===== src/rtl/traffic_light_pkg.sv =====
// traffic_light_pkg: state encoding, default phase lengths and lamp decode
package traffic_light_pkg;
  typedef enum logic [2:0] {
    ALLRED_TO_NS = 3'd0,
    NS_GREEN     = 3'd1,
    NS_YELLOW    = 3'd2,
    ALLRED_TO_EW = 3'd3,
    EW_GREEN     = 3'd4,
    EW_YELLOW    = 3'd5
  } state_e;
  localparam int DEF_GREEN_TICKS  = 5;
  localparam int DEF_YELLOW_TICKS = 2;
  localparam int DEF_ALLRED_TICKS = 1;
  localparam logic [2:0] RED = 3'b100, YEL = 3'b010, GRN = 3'b001;
  function automatic logic [5:0] lamp_decode(input state_e s);
    return s == NS_GREEN  ? {GRN, RED} :
           s == NS_YELLOW ? {YEL, RED} :
           s == EW_GREEN  ? {RED, GRN} :
           s == EW_YELLOW ? {RED, YEL} : {RED, RED};
  endfunction
  function automatic state_e next_state(input state_e s);
    return s == EW_YELLOW ? ALLRED_TO_NS : state_e'(s + 3'd1);
  endfunction
endpackage


===== src/rtl/traffic_light_if.sv =====
// traffic_light_if: the six lamp drives of both roads
interface traffic_light_if;
  logic ns_red, ns_yellow, ns_green;
  logic ew_red, ew_yellow, ew_green;
  modport master(output ns_red, ns_yellow, ns_green, ew_red, ew_yellow, ew_green);
  modport slave(input ns_red, ns_yellow, ns_green, ew_red, ew_yellow, ew_green);
endinterface


===== src/rtl/traffic_light_phase_timer.sv =====
// tl_phase_timer: counts cycles in a phase, flags the last one and wraps to 0
module tl_phase_timer #(
  parameter int CNT_W = 8
) (
  input  logic             clk,
  input  logic             rst,
  input  logic             clr_i,
  input  logic [CNT_W-1:0] limit_i,
  output logic             done_o
);
  logic [CNT_W-1:0] cnt_q, cnt_d;
  assign done_o = cnt_q == limit_i;
  // next count: restart on explicit clear or at end of phase
  always_comb cnt_d = (clr_i || done_o) ? '0 : cnt_q + 1'b1;
  // counter register
  always_ff @(posedge clk) cnt_q <= rst ? '0 : cnt_d;
endmodule


===== src/rtl/traffic_light.sv =====
// traffic_light: two-road Moore signal controller with timed phases
module traffic_light
  import traffic_light_pkg::*;
#(
  parameter int GREEN_TICKS  = DEF_GREEN_TICKS,
  parameter int YELLOW_TICKS = DEF_YELLOW_TICKS,
  parameter int ALLRED_TICKS = DEF_ALLRED_TICKS,
  parameter int CNT_W        = 8
) (
  input logic             clk,
  input logic             rst,
  traffic_light_if.master lamps
);
  localparam logic [CNT_W-1:0] G_LIM = CNT_W'(GREEN_TICKS - 1);
  localparam logic [CNT_W-1:0] Y_LIM = CNT_W'(YELLOW_TICKS - 1);
  localparam logic [CNT_W-1:0] A_LIM = CNT_W'(ALLRED_TICKS - 1);
  state_e           state_q, state_d;
  logic [CNT_W-1:0] limit;
  logic             illegal, done;
  tl_phase_timer #(.CNT_W(CNT_W)) u_timer (
    .clk    (clk),
    .rst    (rst),
    .clr_i  (illegal),
    .limit_i(limit),
    .done_o (done)
  );
  // phase length for the current state and next-state selection
  always_comb begin
    illegal = state_q > EW_YELLOW;
    limit   = (state_q == NS_GREEN  || state_q == EW_GREEN)  ? G_LIM :
              (state_q == NS_YELLOW || state_q == EW_YELLOW) ? Y_LIM : A_LIM;
    state_d = illegal ? ALLRED_TO_NS : done ? next_state(state_q) : state_q;
  end
  // state register
  always_ff @(posedge clk) state_q <= rst ? ALLRED_TO_NS : state_d;
  assign {lamps.ns_red, lamps.ns_yellow, lamps.ns_green,
          lamps.ew_red, lamps.ew_yellow, lamps.ew_green} = lamp_decode(state_q);
endmodule


===== src/flat_wrapper.sv =====
// flat-port wrapper written by rule: the top's interface ports become plain ports
module traffic_light_flat import traffic_light_pkg::*;
#(
  parameter int GREEN_TICKS  = DEF_GREEN_TICKS,
  parameter int YELLOW_TICKS = DEF_YELLOW_TICKS,
  parameter int ALLRED_TICKS = DEF_ALLRED_TICKS,
  parameter int CNT_W        = 8
)
  (clk, rst, lamps_ns_red, lamps_ns_yellow, lamps_ns_green, lamps_ew_red, lamps_ew_yellow, lamps_ew_green);
  traffic_light_if lamps_i ();
  input logic clk;
  input logic rst;
  output wire logic [$bits(lamps_i.ns_red)-1:0] lamps_ns_red;
  output wire logic [$bits(lamps_i.ns_yellow)-1:0] lamps_ns_yellow;
  output wire logic [$bits(lamps_i.ns_green)-1:0] lamps_ns_green;
  output wire logic [$bits(lamps_i.ew_red)-1:0] lamps_ew_red;
  output wire logic [$bits(lamps_i.ew_yellow)-1:0] lamps_ew_yellow;
  output wire logic [$bits(lamps_i.ew_green)-1:0] lamps_ew_green;
  assign lamps_ns_red = lamps_i.ns_red;
  assign lamps_ns_yellow = lamps_i.ns_yellow;
  assign lamps_ns_green = lamps_i.ns_green;
  assign lamps_ew_red = lamps_i.ew_red;
  assign lamps_ew_yellow = lamps_i.ew_yellow;
  assign lamps_ew_green = lamps_i.ew_green;
  traffic_light #(.GREEN_TICKS(GREEN_TICKS), .YELLOW_TICKS(YELLOW_TICKS), .ALLRED_TICKS(ALLRED_TICKS), .CNT_W(CNT_W)) u_core (.clk(clk), .rst(rst), .lamps(lamps_i));
endmodule

===== config.mk =====
export PLATFORM = sky130hd
export DESIGN_NAME = traffic_light_flat
export DESIGN_NICKNAME = d
export VERILOG_FILES = /design/src/rtl/traffic_light_pkg.sv /design/src/rtl/traffic_light_if.sv /design/src/rtl/traffic_light_phase_timer.sv /design/src/rtl/traffic_light.sv /design/src/flat_wrapper.sv
export SDC_FILE = /design/constraint.sdc
export NUM_CORES = 1
export LEC_CHECK = 0
export ABC_CLOCK_PERIOD_IN_PS = 2600
export CORE_AREA = 2 2 40 42
export CTS_CLUSTER_SIZE = 8
export DETAILED_ROUTE_END_ITERATION = 10
export DIE_AREA = 0 0 42 44
export HOLD_SLACK_MARGIN = 0.06
export PLACE_DENSITY = 0.81
export SLEW_MARGIN = 0
export SYNTH_ARGS = -nofsm -noshare
export SYNTH_HDL_FRONTEND = slang
export SYNTH_HIERARCHICAL = 1
export SYNTH_SLANG_ARGS = --single-unit

===== constraint.sdc =====
create_clock -name clk -period 2.6 [get_ports clk]
set_input_delay 0.39 -clock clk [delete_from_list [all_inputs] [get_ports clk]]
set_output_delay 0.39 -clock clk [all_outputs]
set_load 0.05 [all_outputs]

==> results of run 1 <==
## flip-flops by register name, indices dropped and copies added, names as in the netlist
signal and count:
u_core/u_timer/cnt_q 8, u_core/state_q 3
## layer usage
| layer | global-route usage, % | vias up |
|---|---|---|
| li1 | - | 279 |
| met1 | 19.3 | 276 |
| met2 | 24.1 | 12 |
| met3 | 2.50 | 2 |
| met4 | 9.68 | 0 |
| met5 | 0 | - |
## final cells by class
type | count | share of cell area, %
inverters | 2 | 0.923
flip-flops and latches | 11 | 27.1
repair buffers | 9 | 10.5
clock buffers | 4 | 3.23
multi-input cells | 61 | 55.8
well taps | 16 | 2.46
## kinds of logic (layout without fill, tap and decap cells)
group	count (synthesis)	count (layout)
adders and majority gates	1	1
xor gates and xnor gates	15	15
AOI/OAI and AO/OA	12	12
and+or+nand+nor	27	27
buffers and inverters	7	15
other	1	6
DFF	11	11
## power breakdown
part           switching (mW)  internal (mW)  leakage, nW
Combinational          0.0222         0.0163        0.211
Clock                  0.0574         0.0593       0.0150
Sequential            0.00642          0.173       0.0892
## cells in the mapped netlist, types with 2 or more instances
cell	count	share of area, %
nor4_4	2	6.1
dfxtp_1	11	32
nand2_1	4	2.2
or3_1	3	2.7
a211oi_1	5	5.4
buf_4	2	2.2
o21ai_0	3	2.2
xnor2_1	3	3.8
nand3_1	2	1.4
a221oi_1	3	3.8
nor2_1	2	1.1
xor2_1	12	15
nor3_1	2	1.4
nor3b_1	2	2.2
inv_1	2	1.1
## critical path: cells and delay by family, from the launching register on
| family | cells | cell delay [ns] |
|---|---|---|
| buffers and inverters | 2 | 0.86 |
| flip-flops | 1 | 0.48 |
| AND/OR/NAND/NOR | 2 | 0.30 |
## worst max-delay path by stage
stage | start | end | cells after the start
CTS | u_core/state_q[2] | lamps_ew_green | 4
global route | u_core/state_q[2] | lamps_ew_green | 4
detailed placement | u_core/state_q[1] | u_core/state_q[1] | 9
floorplan | u_core/state_q[1] | u_core/state_q[1] | 9
finish | u_core/state_q[2] | lamps_ew_green | 4
global placement | u_core/state_q[2] | lamps_ew_yellow | 3
## metrics by stage
stage	util [%]	power, mW	hold slack, ns
2_1_floorplan	-	0.212	0.459
3_3_place_gp	55.5	0.221	0.501
3_5_place_dp	55.5	0.221	0.512
4_1_cts	57.3	0.338	0.522
5_1_grt	57.3	0.350	0.562
6_report	57.3	0.335	0.519
==> impl_metrics.json, run 1 <==
{
  "cts_inserted_buffers": 3,
  "layout_common_cells": "12 x xor2_1, 11 x dfxtp_1, 7 x clkdlybuf4s50_1, 6 x conb_1, 5 x a211oi_1",
  "core_sq_um": 1420,
  "synth_edf_count": 0,
  "pin_count": 8,
  "multi_input_area_sq_um": 454,
  "areaGrowthSynthToFinish_pct": 17.3,
  "top_layer_used": "met4",
  "synth.yosys.seq_area_share_pct": 31.8,
  "clock_path_buffers": 2,
  "min_to": "u_core/u_timer/cnt_q[0]",
  "timing.rr.start": "u_core/state_q[1]",
  "viasPerCell": 5.52,
  "setup_ws_ns": 0.310,
  "antenna_found_initial": 0,
  "synthAdderAreaFrac_pct": 1.81,
  "syn_inst": 74,
  "worst_skew_pair.late_latency_ns": 0.26,
  "drt-pass1-iter-count": 4,
  "ant_nets": 0,
  "cts.clk_slew.worst_paths_ns": 0.07,
  "rsz0062_at_grt": "false",
  "async_flop_share_pct": 0,
  "totalWireLength_microns": 1220,
  "track_usage_pct": 15.2,
  "crit_arrival_ns": 1.90,
  "final_nets": 91,
  "cp-start-kind": "register",
  "grt_first_pass_wirelength_microns": 2110,
  "fin_crit_ns": 2.29,
  "power_density_nw_per_um2": 411,
  "drive_gt1_share_pct": 14.9,
  "total_leakage_power_nw": 0.315,
  "io_buffer_count": 7,
  "synth-seq-cells": 11,
  "place_area_sq_um": 787,
  "die_area_sq_um": 1850,
  "syn-cell-area_sq_um": 693,
  "die_h_microns": 44,
  "fin_skew_ns": 0.000685,
  "reg2reg_to": "u_core/state_q[1]",
  "yosys.area_share.simple_pct": 28.7,
  "cp_slowest_cell": "clkdlybuf4s50_1",
  "tritoncts": "built",
  "diodes": 0,
  "critical_path_required_ns": 2.21,
  "synth-main-ff-cell": "dfxtp_1",
  "hold_viol": 0,
  "crit_path_cell_trace": "nor2b_4 > inv_1 > nor2_1 > clkdlybuf4s50_1",
  "crit_type": "reg2out",
  "seq_area_sq_um": 220,
  "wl_met3_microns": 51,
  "syn_area_per_cell_sq_um": 9.37,
  "drv_cap": 0,
  "synth-xor-area-share_pct": 19.0,
  "ys_warn_count": 6,
  "cts_resized": 0,
  "synth_cell_types": 31,
  "cts.sinks": 11,
  "hpwl_microns": 879,
  "finalCritPeriodShare_pct": 88.1,
  "drt_drc_violations_left": 0,
  "fillers": 125,
  "hold_path_class": "reg2reg",
  "htreeDepth": 1,
  "dr_wl_met2_microns": 613,
  "status": "complete, no violations",
  "cts-hold-fix-buffers": 0,
  "overflow": 0,
  "cp_max_fo": 8,
  "fmax_mhz": 437,
  "wl_per_cell_microns": 11.8,
  "final-instance-count-excl-fill": 103,
  "hold_start": "u_core/u_timer/cnt_q[0]",
  "cts-root-buf": "clkbuf_4",
  "grt_pass1_vias": 489,
  "gp_congestion": 0.771,
  "grt_max_degree": 10,
  "layout_commonest_cell": "xor2_1",
  "start_util_pct": 48.9,
  "synthMuxAreaShare_pct": 0,
  "fp.dieW_microns": 42,
  "place_ws_ns": 0.583,
  "ir_drop_v": 0.000253,
  "setup_violations": 0,
  "wl_met1_microns": 545,
  "end_kind": "output pin",
  "rrSetupSlack_ns": 0.59,
  "fin_area_sq_um": 813,
  "cts_setup_buffers": 0,
  "min_path_cells": 1,
  "drtIter0Drc": 14,
  "synth_top_family_by_area": "simple AND/OR/NAND/NOR gates",
  "synth_compound_area_share_pct": 12.1,
  "rows": 14,
  "vias": 569,
  "finalMaxSlewViolations": 0,
  "critPathMaxStageDelay_ns": 0.80,
  "numPlacedInstances": 99,
  "fin_setup_tns_ns": 0,
  "rr_worst_depth": 9
}
Power figures use the tool's default switching activity.
==> run 2, diff against run 1 <==
Settings changed: RECOVER_POWER from default to 100.
==> run 2 against run 1 <==
- global-route usage unchanged
- sequential power about the same
- fmax down 2.1%
- non-clock buffer count is the same
- cell count stayed put
- sequential cell count unchanged
- core utilization fell by 0.97 points
- worst hold slack worse by 0.0025 ns
- wire length fell by 2.3%
- die area unchanged
- clock power hardly changed
- design area is 1.7% lower
==> impl_metrics.json, run 2 (synthesized netlist as in run 1, its figures left out) <==
{
  "htreeDepth": 1,
  "fillers": 130,
  "cp_slowest_cell": "clkdlybuf4s50_1",
  "worst_skew_pair.late_latency_ns": 0.27,
  "startpoint": "u_core/state_q[2]",
  "rrSetupSlack_ns": 0.55,
  "grt_first_pass_wirelength_microns": 2110,
  "whs_ns": 0.516,
  "pin_count": 8,
  "rows": 14,
  "fp.dieW_microns": 42,
  "fin_setup_tns_ns": 0,
  "crit_path_end": "lamps_ew_yellow",
  "ant_nets": 0,
  "drtIter0Drc": 13,
  "ir_drop_v": 0.000253,
  "totalWireLength_microns": 1190,
  "place_area_sq_um": 787,
  "cts_inserted_buffers": 3,
  "fin_area_sq_um": 800,
  "tritoncts": "built",
  "cts.clk_slew.worst_paths_ns": 0.07,
  "reg_top3": "u_core/u_timer/cnt_q: 8 flops, u_core/state_q: 3 flops",
  "die_area_sq_um": 1850,
  "cp.depth": 3,
  "critical_path_required_ns": 2.21,
  "drv_cap": 0,
  "critPathMaxStageDelay_ns": 0.80,
  "layout_commonest_cell": "xor2_1",
  "place_ws_ns": 0.583,
  "final-instance-count-excl-fill": 103,
  "cts.sinks": 11,
  "critical_path_buf_inv_count": 1,
  "top_register": "u_core/u_timer/cnt_q",
  "layout_common_cells": "12 x xor2_1, 11 x dfxtp_1, 6 x conb_1, 5 x a211oi_1",
  "vias": 561,
  "crit_path_cell_trace": "nor2b_1 > and2_0 > clkdlybuf4s50_1",
  "fmax_mhz": 428,
  "final_nets": 91,
  "viasPerCell": 5.45,
  "io_buffer_count": 7,
  "path_delay_family": "buffers and inverters",
  "crit_arrival_ns": 1.95,
  "crit_type": "reg2out",
  "cp_max_fo": 8,
  "start_util_pct": 48.9,
  "cts-root-buf": "clkbuf_4",
  "hpwl_microns": 879,
  "cts_setup_buffers": 0,
  "fin_crit_ns": 2.34,
  "die_h_microns": 44,
  "drt_drc_violations_left": 0,
  "track_usage_pct": 15.2,
  "power_density_nw_per_um2": 417,
  "final_util_pct": 56.3,
  "largest_reg_flops": 8,
  "wl_per_cell_microns": 11.6,
  "hold_path_class": "reg2reg",
  "status": "complete, no violations",
  "hold_viol": 0,
  "cp-start-kind": "register",
  "grt_pass1_vias": 489,
  "fin_skew_ns": 0.000653,
  "reg2reg_to": "u_core/state_q[1]",
  "core_sq_um": 1420,
  "timing.rr.start": "u_core/state_q[1]",
  "relSlewSlack_pct": 66.5,
  "end_kind": "output pin",
  "finalPower_mw": 0.334,
  "diodes": 0,
  "drt-pass1-iter-count": 4,
  "overflow": 0,
  "cts_resized": 0,
  "gp_congestion": 0.771,
  "grt_max_degree": 10,
  "setup_violations": 0,
  "numPlacedInstances": 99,
  "finalMaxSlewViolations": 0,
  "worstMarginPinSlew_ns": 0.502,
  "rsz0062_at_grt": "false",
  "antenna_found_initial": 0,
  "setup_ws_ns": 0.262,
  "clock_path_buffers": 2,
  "total_leakage_power_nw": 0.306,
  "rr_worst_depth": 9,
  "drive_gt1_share_pct": 11.5,
  "finalCritPeriodShare_pct": 89.9,
  "areaGrowthSynthToFinish_pct": 15.3,
  "cts-hold-fix-buffers": 0
}
run 2: area by class of cell:
type / count / area [sq um] / area share (%)
sequential: 11 / 220 / 27.5
inverter: 2 / 7.51 / 0.939
tap: 16 / 20.0 / 2.50
clock buffer: 4 / 26.3 / 3.29
multi-input combinational: 61 / 444 / 55.6
timing repair buffer: 9 / 81.3 / 10.2
run 2: how the worst min path moves through the flow:
stage | start | to | slack [ns] | cells after the start
after floorplan | rst | u_core/state_q[2] | 0.46 | 1
final | u_core/u_timer/cnt_q[0] | u_core/u_timer/cnt_q[0] | 0.52 | 1
after global routing | u_core/u_timer/cnt_q[0] | u_core/u_timer/cnt_q[0] | 0.56 | 1
after CTS | u_core/u_timer/cnt_q[7] | u_core/u_timer/cnt_q[7] | 0.52 | 2
after detailed placement | u_core/u_timer/cnt_q[7] | u_core/u_timer/cnt_q[7] | 0.51 | 2
after global placement | u_core/u_timer/cnt_q[7] | u_core/u_timer/cnt_q[7] | 0.50 | 2
run 2: where the power goes:
part           switching (mW)  internal, mW
combinational          0.0221        0.0154
clock                  0.0576        0.0594
sequential            0.00634         0.173
total                  0.0860         0.248
run 2: layer usage:
layer	up-vias	wire (microns)	GRT usage, %
met2	12	598	24.1
met5	-	0	0
met3	2	49	2.50
li1	280	-	-
met4	0	8	9.68
met1	267	534	19.3
==> run 3, diff against run 2 <==
==> constraint.sdc (replaced) <==
create_clock -name clk -period 2.6 [get_ports clk]
set_input_delay 0.39 -clock clk [delete_from_list [all_inputs] [get_ports clk]]
set_output_delay 0.39 -clock clk [all_outputs]
set_load 0.1 [all_outputs]
==> run 3 against run 2 <==
- die area unchanged
- sequential cell count unchanged
- first-iteration DRC count shrank 54%
- critical path depth increased by 6
- total power fell by 0.45%
- combinational power is 5% lower
- cell count unchanged
- global-route usage grew 0.29 points
- largest power group unchanged
==> impl_metrics.json, run 3 (synthesized netlist as in run 1, its figures left out) <==
{
  "status": "complete, no violations",
  "hold_viol": 0,
  "finalCritPeriodShare_pct": 83.0,
  "cp-start-kind": "register",
  "hold_start": "u_core/u_timer/cnt_q[6]",
  "fp.dieW_microns": 42,
  "wl_per_cell_microns": 12.6,
  "timing.rr.start": "u_core/state_q[1]",
  "core_sq_um": 1420,
  "crit_path_cell_trace": "nor2b_1 > and2_0 > or2_0 > xor2_1 > nor4_1 > and2_1 > nand2_1 > xor2_1 > nor3_1",
  "critPathMaxStageDelay_ns": 0.51,
  "cp_max_fo": 8,
  "cts-root-buf": "clkbuf_4",
  "power_density_nw_per_um2": 431,
  "fin_skew_ns": 0.00350,
  "io_buffer_count": 7,
  "total_leakage_power_nw": 0.310,
  "die_area_sq_um": 1850,
  "min_to": "u_core/u_timer/cnt_q[6]",
  "final-instance-count-excl-fill": 103,
  "setup_ws_ns": 0.443,
  "cts_resized": 0,
  "top_register": "u_core/u_timer/cnt_q",
  "fin_area_sq_um": 771,
  "rrSetupSlack_ns": 0.44,
  "htreeDepth": 1,
  "final_util_pct": 54.3,
  "relSlewSlack_pct": 64.1,
  "ant_nets": 0,
  "drtIter0Drc": 6,
  "cts_inserted_buffers": 3,
  "place_ws_ns": 0.581,
  "reg_top3": "u_core/u_timer/cnt_q: 8 flops, u_core/state_q: 3 flops",
  "layout_commonest_cell": "xor2_1",
  "cts.clk_slew.worst_paths_ns": 0.07,
  "cts-hold-fix-buffers": 0,
  "diodes": 0,
  "ir_drop_v": 0.000270,
  "final_nets": 91,
  "path_delay_family": "simple AND/OR/NAND/NOR gates",
  "start_util_pct": 48.9,
  "worst_skew_pair.late_latency_ns": 0.27,
  "drt-pass1-iter-count": 4,
  "largest_reg_flops": 8,
  "die_h_microns": 44,
  "crit_type": "reg2reg",
  "critical_path_required_ns": 2.80,
  "fin_crit_ns": 2.16,
  "fillers": 147,
  "critical_path_buf_inv_count": 0,
  "reg2reg_to": "u_core/state_q[1]",
  "areaGrowthSynthToFinish_pct": 11.2,
  "worstMarginPinSlew_ns": 0.541,
  "antenna_found_initial": 0,
  "fmax_mhz": 464,
  "tritoncts": "built",
  "place_area_sq_um": 786,
  "layout_common_cells": "12 x xor2_1, 11 x dfxtp_1, 6 x conb_1, 5 x clkbuf_2, 5 x a211oi_1",
  "fin_setup_tns_ns": 0,
  "track_usage_pct": 15.5,
  "end_kind": "register",
  "cpMostUsedCell": "xor2_1",
  "overflow": 0,
  "clock_path_buffers": 2,
  "crit_arrival_ns": 2.35,
  "cp_slowest_cell": "dfxtp_1",
  "setup_violations": 0,
  "pin_count": 8,
  "drt_drc_violations_left": 0,
  "viasPerCell": 5.53,
  "drv_cap": 0,
  "vias": 570,
  "totalWireLength_microns": 1300,
  "finalMaxSlewViolations": 0,
  "rsz0062_at_grt": "false",
  "gp_congestion": 0.754,
  "min_path_cells": 2,
  "hpwl_microns": 995,
  "rr_worst_depth": 9,
  "rows": 14,
  "grt_first_pass_wirelength_microns": 2160,
  "drive_gt1_share_pct": 19.5,
  "hold_path_class": "reg2reg",
  "numPlacedInstances": 99,
  "cts.sinks": 11,
  "grt_pass1_vias": 500,
  "cts_setup_buffers": 0,
  "grt_max_degree": 10
}
run 3: cell types whose count changed in the layout (fill, tap and decap cells not counted), sizes merged:
cell,change
clkbuf,+5
dlygate4sd3,-4
clkdlybuf4s50,-2
buf,+1
run 3: stage by stage:
stage | hold WS [ns] | total power [mW]
2_1_floorplan | 0.459 | 0.214
6_report | 0.533 | 0.332
3_3_place_gp | 0.502 | 0.222
3_5_place_dp | 0.512 | 0.224
4_1_cts | 0.522 | 0.337
5_1_grt | 0.536 | 0.347
run 3: worst max-delay path by stage:
stage,start,endpoint,cells after the start
6_report,u_core/state_q[1],u_core/state_q[1],9
3_5_place_dp,u_core/state_q[1],u_core/state_q[1],9
4_1_cts,u_core/state_q[1],u_core/state_q[1],9
5_1_grt,u_core/state_q[1],u_core/state_q[1],9
2_1_floorplan,u_core/state_q[1],u_core/state_q[1],9
3_3_place_gp,u_core/state_q[1],u_core/state_q[1],9
run 3: final cells by class:
class	instances	area, sq um	share of cell area [%]
Inverter	2	7.51	0.974
Tap cell	16	20.0	2.60
Multi-Input combinational cell	61	443	57.5
Timing Repair Buffer	9	53.8	6.98
Clock buffer	4	26.3	3.41
Sequential cell	11	220	28.6
run 3: metal layers:
layer  GRT usage [%]  wire length, microns  up-vias
li1                -                     -      279
met5               0                     0        -
met4            7.74                     4        0
met2            25.3                   652       14
met1            19.9                   589      275
met3            2.50                    56        2
run 3: worst register-to-register path, cell delays in order, from the launching register on:
cell     delay (ns)
dfxtp_1        0.51
nor2b_1        0.12
and2_0         0.18
or2_0          0.21
xor2_1         0.16
nor4_1         0.27
and2_1         0.25
nand2_1        0.10
xor2_1         0.16
nor3_1         0.12
run 3: report_power, final:
part | internal [mW] | switching [mW] | leakage [nW]
Clock | 0.0594 | 0.0574 | 0.0150
Sequential | 0.173 | 0.00669 | 0.0892
Combinational | 0.0139 | 0.0219 | 0.205
==> patch, RTL diff (settings of run 2) <==
`CNT_W` is set to 8 in 3 places; all go to 12.
--- a/src/rtl/traffic_light_phase_timer.sv
+++ b/src/rtl/traffic_light_phase_timer.sv
@@ -2,3 +2,3 @@
 module tl_phase_timer #(
-  parameter int CNT_W = 8
+  parameter int CNT_W = 12
 ) (
--- a/src/rtl/traffic_light.sv
+++ b/src/rtl/traffic_light.sv
@@ -7,3 +7,3 @@
   parameter int ALLRED_TICKS = DEF_ALLRED_TICKS,
-  parameter int CNT_W        = 8
+  parameter int CNT_W        = 12
 ) (
--- a/src/flat_wrapper.sv
+++ b/src/flat_wrapper.sv
@@ -6,3 +6,3 @@
   parameter int ALLRED_TICKS = DEF_ALLRED_TICKS,
-  parameter int CNT_W        = 8
+  parameter int CNT_W        = 12
 )
Check against the original RTL: same outputs for any inputs over 10 cycles, from zero or initial values; that may be too few to reach the edited logic, so the function may still have changed.
==> patch against run 2 <==
- final area increased by 21%
- first-iteration DRC count decreased by 54%
- final cell count increased by 24%
- register-to-register slack got worse by 90 ps
- total power increased by 22%
- clock skew increased by 5.5 ps
- sequential cell count increased by 4
- routed wire length increased by 22%
- worst setup slack got worse by 110 ps
- critical path depth unchanged
- area after synthesis increased by 23%
- largest cell class unchanged
- highest routed layer unchanged
==> patch: results (changes against run 2) <==
{
  "run_status": "completed",
  "routed_via_density": {"value": 5.05, "change": "-7.2%"},
  "dpl.hpwl": {"value": 1090, "unit": "um", "change": "+23%"},
  "layout.cells.non_filler": {"value": 128, "change": "+24%"},
  "postSynthAreaPerCell": {"value": 8.89, "unit": "um2", "change": "-5.1%"},
  "grt_use_total": {"value": 0.191, "change": "+0.0388"},
  "top_cells_by_instance_count_after_synthesis": "dfxtp_1, nor2_1, xnor2_1, xor2_1, nand4_1",
  "clkTransAtPathRegs": {"value": 90, "unit": "ps", "change": "+20 ps"},
  "global_route.usage.met1": {"value": 0.228, "change": "+0.0346"},
  "drt_pass1_iterations": {"value": 3, "change": "-1"},
  "cpPeakStageDelay": {"value": 880, "unit": "ps", "change": "+80 ps"},
  "netlist-cell-type-count": {"value": 27, "change": "-13%"},
  "layout_top_registers": "u_core/u_timer/cnt_q x12, u_core/state_q x3",
  "crit_path_top_delay_cell": "dlygate4sd3_1",
  "total_leakage_power": {"value": 0.369, "unit": "nW", "change": "+21%"},
  "post_drt_wl_per_cell": {"value": 11.4, "unit": "um", "change": "-1.5%"},
  "finish.net_count": {"value": 116, "change": "+27%"},
  "cp.arrival": {"value": 2060, "unit": "ps", "change": "+110 ps"},
  "wl_met3": {"value": 29, "unit": "um", "change": "-41%"},
  "max_slew.worst_pin.slew": {"value": 504, "unit": "ps", "change": "+2.59 ps"},
  "route.layer.met1.wl": {"value": 709, "unit": "um", "change": "+33%"},
  "vias_in_the_first_global_route": {"value": 591, "change": "+21%"},
  "groute.layer.met3.usage": {"value": 0.0375, "change": "+0.0125"},
  "grt_pass1_wl": {"value": 2540, "unit": "um", "change": "+20%"},
  "met2_wire_len": {"value": 676, "unit": "um", "change": "+13%"},
  "fin_skew": {"value": 6.13, "unit": "ps", "change": "+5.48 ps"},
  "drt_first_iter_violations": {"value": 6, "change": "-7"},
  "gp_routability_congestion": {"value": 0.766, "change": "-0.62%"},
  "synth_seq_area_share": {"value": 0.352, "change": "+0.0342"}
}
==> patch: cell types whose count changed after synthesis, sizes merged, moves of 2 or more <==
cell / change
dfxtp: +4
or3: -3
nor2: +13
a211oi: -5
nor4: -2
xnor2: +12
o21ai: -3
and4: +2
nand4: +5
a221oi: -3
==> patch: cells by family (layout without fill, tap and decap cells) <==
group / after synthesis / after routing / share of synthesized area
simple gates: 44 / 44 / 0.283
xor+xnor: 26 / 26 / 0.267
flops: 15 / 15 / 0.352
buf+inv: 7 / 14 / 0.0586
compound gates: 2 / 2 / 0.0205
fa+ha+maj: 1 / 1 / 0.0147
other cells: 1 / 10 / 0.00439
==> patch: final timing paths <==
check,slack [ps],cells past startpoint,from,end
max,150,3,u_core/state_q[2],lamps_ew_yellow
min,490,1,u_core/u_timer/cnt_q[0],u_core/u_timer/cnt_q[0]
max reg2reg,460,8,u_core/state_q[2],u_core/u_timer/cnt_q[6]
min reg2reg,490,1,u_core/u_timer/cnt_q[0],u_core/u_timer/cnt_q[0]
==> patch: area by class of cell <==
| type | count | area [um2] |
|---|---|---|
| multi-input combinational | 83 | 534 |
| fill | 110 | 453 |
| sequential | 15 | 300 |
| timing repair buffer | 8 | 77.6 |
| clock buffer | 4 | 26.3 |
| tap | 16 | 20.0 |
| inverter | 2 | 7.51 |
==> patch: report_power, final <==
group          switching (W)   total, W  internal, W
logic              0.0000169  0.0000323    0.0000154
clock network      0.0000772   0.000137    0.0000597
registers         0.00000487   0.000238     0.000234
total              0.0000990   0.000408     0.000309
==> patch: worst reg2reg max path: stages (launching register included) <==
cell and delay [ps]:
dfxtp_1 500, nor2b_4 230, and2_0 150, or2_0 130, xnor2_1 120, nand4_1 110
o31ai_1 450, buf_4 270, nor2_1 60
